## config.mk

```make
export PLATFORM = sky130hd
export DESIGN_NAME = acc_delta_decoder
export DESIGN_NICKNAME = d
export VERILOG_FILES = /design/src/rtl/acc_delta_decoder.sv
export SDC_FILE = /design/constraint.sdc
export NUM_CORES = 1
export LEC_CHECK = 0
export ABC_CLOCK_PERIOD_IN_PS = 6600
export CORE_MARGIN = 3
export CORE_UTILIZATION = 54
export CTS_CLUSTER_DIAMETER = 60
export DETAILED_ROUTE_END_ITERATION = 10
export PLACE_DENSITY = 0.94
export SYNTH_ARGS = -nofsm -noshare
export SYNTH_HDL_FRONTEND = slang
export SYNTH_SLANG_ARGS = --single-unit
```

## constraint.sdc

```tcl
create_clock -name clock -period 6.6 [get_ports clock]
set_input_delay 1.32 -clock clock [delete_from_list [all_inputs] [get_ports clock]]
set_output_delay 1.32 -clock clock [all_outputs]
set_load 0.02 [all_outputs]
```

## src/rtl/acc_delta_decoder.sv

```systemverilog
// acc_delta_decoder: recovers the per-cycle increment from an accumulated
// sample stream (sample plus wrap flag) behind a valid/ready handshake on both
// sides. The first sample after reset or clear only primes the reference.
module acc_delta_decoder #(
  parameter int NB_INPUT = 3,
  parameter int NB_ACC   = NB_INPUT + 4,
  parameter int NB_CNT   = 8
) (
  input  logic                clock,
  input  logic                i_reset,
  input  logic                i_clear,
  input  logic [NB_ACC-1:0]   i_data,
  input  logic                i_overflow,
  input  logic                i_valid,
  output logic                o_ready,
  output logic [NB_INPUT:0]   o_delta,
  output logic                o_range_err,
  output logic                o_valid,
  input  logic                i_ready,
  output logic [NB_CNT-1:0]   o_count
);

  localparam int NB_FULL = NB_ACC + 1;
  // Largest legal increment: sum of two full-scale operands.
  localparam logic [NB_FULL-1:0] MAX_SUM = NB_FULL'(2 * ((1 << NB_INPUT) - 1));

  typedef enum logic {
    IDLE = 1'b0,
    RUN  = 1'b1
  } state_t;

  state_t state, state_nxt;

  logic [NB_ACC-1:0]   ref_p0;
  logic [NB_INPUT:0]   delta_p1;
  logic                err_p1;
  logic                vld_p1;
  logic [NB_CNT-1:0]   cnt_p1;

  logic                in_xfer;
  logic                out_xfer;
  logic                emit;
  logic                negative;
  logic [NB_FULL-1:0]  full;

  // Modular difference; the wrap flag supplies the borrowed top bit.
  function automatic logic [NB_FULL-1:0] wrap_diff(
    input logic [NB_ACC-1:0] cur,
    input logic [NB_ACC-1:0] prev,
    input logic              ovf
  );
    return {ovf, cur} - {1'b0, prev};
  endfunction

  // Counter increment that sticks at all-ones.
  function automatic logic [NB_CNT-1:0] sat_inc(input logic [NB_CNT-1:0] c);
    return (&c) ? c : c + 1'b1;
  endfunction

  assign o_ready     = !vld_p1 || i_ready;
  assign in_xfer     = i_valid && o_ready;
  assign out_xfer    = vld_p1 && i_ready;
  assign full        = wrap_diff(i_data, ref_p0, i_overflow);
  // Without a wrap, a sample below the reference cannot come from the accumulator.
  assign negative    = !i_overflow && (i_data < ref_p0);

  assign o_delta     = delta_p1;
  assign o_range_err = err_p1;
  assign o_valid     = vld_p1;
  assign o_count     = cnt_p1;

  // State register.
  always_ff @(posedge clock or posedge i_reset) begin
    if (i_reset) state <= IDLE;
    else         state <= state_nxt;
  end

  // Next state; clear overrides any accepted sample, first sample primes only.
  always_comb begin
    state_nxt = state;
    emit      = 1'b0;
    if (i_clear) begin
      state_nxt = IDLE;
    end else if (in_xfer) begin
      state_nxt = RUN;
      emit      = (state == RUN);
    end
  end

  // Reference, output register and emitted-delta counter.
  always_ff @(posedge clock or posedge i_reset) begin
    if (i_reset) begin
      ref_p0   <= '0;
      delta_p1 <= '0;
      err_p1   <= 1'b0;
      vld_p1   <= 1'b0;
      cnt_p1   <= '0;
    end else if (i_clear) begin
      ref_p0   <= '0;
      vld_p1   <= 1'b0;
      cnt_p1   <= '0;
    end else begin
      if (out_xfer) cnt_p1 <= sat_inc(cnt_p1);
      if (in_xfer)  ref_p0 <= i_data;
      if (emit) begin
        vld_p1 <= 1'b1;
        if (negative) begin
          delta_p1 <= '0;
          err_p1   <= 1'b1;
        end else begin
          delta_p1 <= full[NB_INPUT:0];
          err_p1   <= (full > MAX_SUM);
        end
      end else if (out_xfer) begin
        vld_p1 <= 1'b0;
      end
    end
  end

endmodule

```

* Yosys cells after proc, flatten, opt, wreduce, memory -nomap -nowiden
Cells that the tools add are included.
** Storage, ports and cells
- Bits of input ports :: 13
- Flip-flop bits (word level) :: 22
- Output and inout bits :: 15
- Word-level logic and storage cells :: 38
** Cells by class
- Equal/unequal tests :: 1
- Reductions and logical operators :: 12
- $lt $le $gt $ge :: 2
- Bitwise operators :: 1
- Muxes and demuxes :: 14
- Add/subtract/negate cells :: 2
** Operators by type and width (number)
- $mux W8 :: 3
- $mux W7 :: 2
- $add A8 B1 Y8 const B :: 1
- $gt A8 B4 Y1 const B :: 1
- $mux W1 :: 8
- $reduce_and A8 Y1 :: 1
- $sub A8 B7 Y8 :: 1
- $lt A7 B7 Y1 :: 1
- $mux W4 :: 1
- $reduce_and A2 Y1 :: 2
- $reduce_bool A2 Y1 :: 2
- $logic_and A1 B1 Y1 :: 3
- $reduce_bool A3 Y1 :: 1
- $logic_not A1 Y1 :: 2
- $ne A2 B2 Y1 const B :: 1
- $logic_or A1 B1 Y1 :: 1
- $not A1 Y1 :: 1

* Longest topological paths before layout
- Word-level depth :: 7
- Gate-level depth with buffers :: 11
- Gate-level depth less buffers :: 11

* Worst setup path after synthesis
No wires, ideal clock.
- Kind :: input to output
- Start point :: input i_ready
- End point :: output o_ready
- Slack :: 3453 ps
- Required time :: 5280 ps
- Cell stages on the path :: 2
- Data arrival time :: 1827 ps
- Cell sequence :: nand2b_1 > clkbuf_1
** Between the ends
- Cells in the longest elaborated chain, start to end :: 1
** Ends and longest elaborated chain
- from (decl) :: line 19 : input logic i_ready,
- $logic_or A1 B1 Y1 :: line 60 : assign o_ready = !vld_p1 || i_ready;
- to (decl) :: line 15 : output logic o_ready,
No other way between the ends.

* Worst setup path after layout
Ends and elaborated chain as after synthesis.

==> qor.yml <==
floorplan:
  io_pins: 28
  die-area_um2: 3095
  die_w_um: 55.63
  fp.dieH_um: 55.63
  core_um2: 2276
  initial_core_util: 0.5844
  num_rows: 17
timing:
  min_period_ns: 4.184
  tns_ns: 0
  finalSetupViolations: 0
  fmax_mhz: 239.0
  finalHoldViolCount: 0
  drv_slew: 0
  rsz0062_at_grt: "false"
  worst_pin_slew_ns: 0.8505
  min_period_over_period: 0.6340
  slew_headroom: 0.4323
  fin_skew_ns: 0.004265
worst_setup_path:
  r2r_setup_slack_ns: 4.03
  critPathCaptureType: "output pin"
  critical_path_class: "in -> out"
  arrival_ns: 2.86
  reg2regPathDepth: 11
  critPathMaxFanout: 12
  crit_path_end: "o_ready"
  critPathRequiredTime_ns: 5.28
  start_kind: "primary input"
  crit_start: "i_ready"
  rr_startpoint: "ref_p0[1]"
  r2r_end: "o_range_err"
placed_design:
  place_hpwl_um: 2115
  portBuffers: 27
  placed_area_um2: 1609
  gp_congestion: 0.7699
routing:
  firstDrtPassIters: 4
  drtIter0Drc: 28
  vias_per_cell: 5.566
  postRouteAntennaNets: 0
  via_count: 1091
  wire_per_inst_um: 14.15
  drcViolationCount: 0
  routed_wl_um: 2773
yosys:
  synth.avg_cell_area_um2: 9.366
  synth-edff-count: 0
  synth-seq-area-share: 0.4139
  async_flop_share: 1.000
  synth_flop_cell: "dfrtp_1"
  yosysWarnings: 0
  syn-instance-count: 142
  synth-seq-cells: 22
  synth_fp_nets: 166
  netlist_area_um2: 1330
  synthDistinctLibCells: 35
worst_hold_path:
  hp-class: "reg -> reg"
  holdCritStartpoint: "o_delta[0]"
final_layout:
  post-route-cell-area_um2: 1645
  fin_nets: 193
  diodes: 0
  syn_to_final_growth_pct: 23.71
  drive_above_1_share: 0.05952
  final_common_cell: "clkdlybuf4s50_1"
  final_cell_mix: "clkdlybuf4s50_1, dfrtp_1, nand2_1"
  fillCellCount: 173
power:
  total_power_mw: 0.3128
  power_density_nw_per_um2: 190.1
  p_leak_nw: 0.7163
  ir_worst_vdd_uv: 139.7
grt:
  grt_first_pass_wirelength_um: 4781
  grt_usage: 0.1924
  grt_max_degree: 23
  antenna_found_initial: 0
  overflow: 0
  grt_pass1_vias: 1075
clock_tree:
  htree_levels: 1
  numCtsBuffers: 3
  cts_post_setup_buffers_inserted: 0
  cts_root_buffer: "clkbuf_4"
  clkTransAtPathRegs_ns: 0.13
  tritoncts: "done"
  cts_buffer_depth: 2
  clk_latency_ns: 0.32
  clkSinkCount: 22
  cts_hold_buf: 0
  cts_resized: 0
run_status:
  outcome: "completed"
job:
  drv_cap: 0
stage by stage:
stage	std cells	setup slack, ns	hold WS [ns]	util
finish	196	2.416	0.4991	0.7229
global placement	192	2.454	0.4594	0.7070
CTS	196	2.430	0.5006	0.7229
global route	196	2.348	0.5488	0.7229
detailed placement	192	2.428	0.4717	0.7070
floorplan	142	3.453	0.4627	-
critical path: stages:
cell and delay [ns]:
clkdlybuf4s50_1 0.50, nand2b_1 0.36, clkdlybuf4s50_1 0.68
registers in the layout, summed over array words and instances (netlist names):
name,count
o_count,8
o_delta,4
o_range_err,1
state,1
ref_p0,7
o_valid,1
cell usage after synthesis, drive strengths merged (2+ instances only):
cell type | n | share of area
dfrtp | 22 | 0.41
nand2 | 15 | 0.042
a21oi | 12 | 0.045
inv | 12 | 0.034
nor2 | 11 | 0.031
ha | 10 | 0.094
nand3 | 9 | 0.043
xor2 | 7 | 0.046
o21ai | 5 | 0.019
clkbuf | 4 | 0.011
nand2b | 4 | 0.019
nor3 | 4 | 0.015
o31ai | 4 | 0.026
nand4 | 2 | 0.0094
or2 | 2 | 0.0094
xnor2 | 2 | 0.013
where the power goes:
group / internal [mW] / leakage, nW / switching, mW / total [mW]
logic: 0.0398 / 0.404 / 0.0454 / 0.0852
registers: 0.145 / 0.291 / 0.00599 / 0.151
clock network: 0.0337 / 0.0210 / 0.0429 / 0.0767
worst min-delay path by stage:
stage,to,slack (ns),depth (start not counted)
global route,o_delta[1],0.55,2
floorplan,state,0.46,2
CTS,o_delta[0],0.50,2
global placement,o_delta[1],0.46,2
detailed placement,o_delta[0],0.47,2
finish,o_delta[0],0.50,2
cell type report:
class	count	area (um2)	area share
sequential	22	550.5	0.3346
multi-input combinational	103	708.2	0.4304
inverter	12	45.04	0.02738
clock buffer	4	36.28	0.02205
timing repair buffer	27	270.3	0.1643
tap	28	35.03	0.02129
kinds of logic (layout without fill, tap and decap cells):
family,Yosys count,count (layout),share of synthesized area
DFF,22,22,0.4139
xor gates and xnor gates,9,9,0.05927
adders and majority gates,11,11,0.1091
muxes,1,1,0.007526
and+or+nand+nor,53,53,0.2032
AOI/OAI and AO/OA,29,29,0.1534
buffers and inverters,17,43,0.05362
per-layer routing:
layer  global-route usage  part of all wire
met5                    0                 0
met2               0.3328              0.52
met1               0.2418              0.43
met4              0.07292             0.011
met3              0.02784             0.043
(Power assumes the default switching activity.)
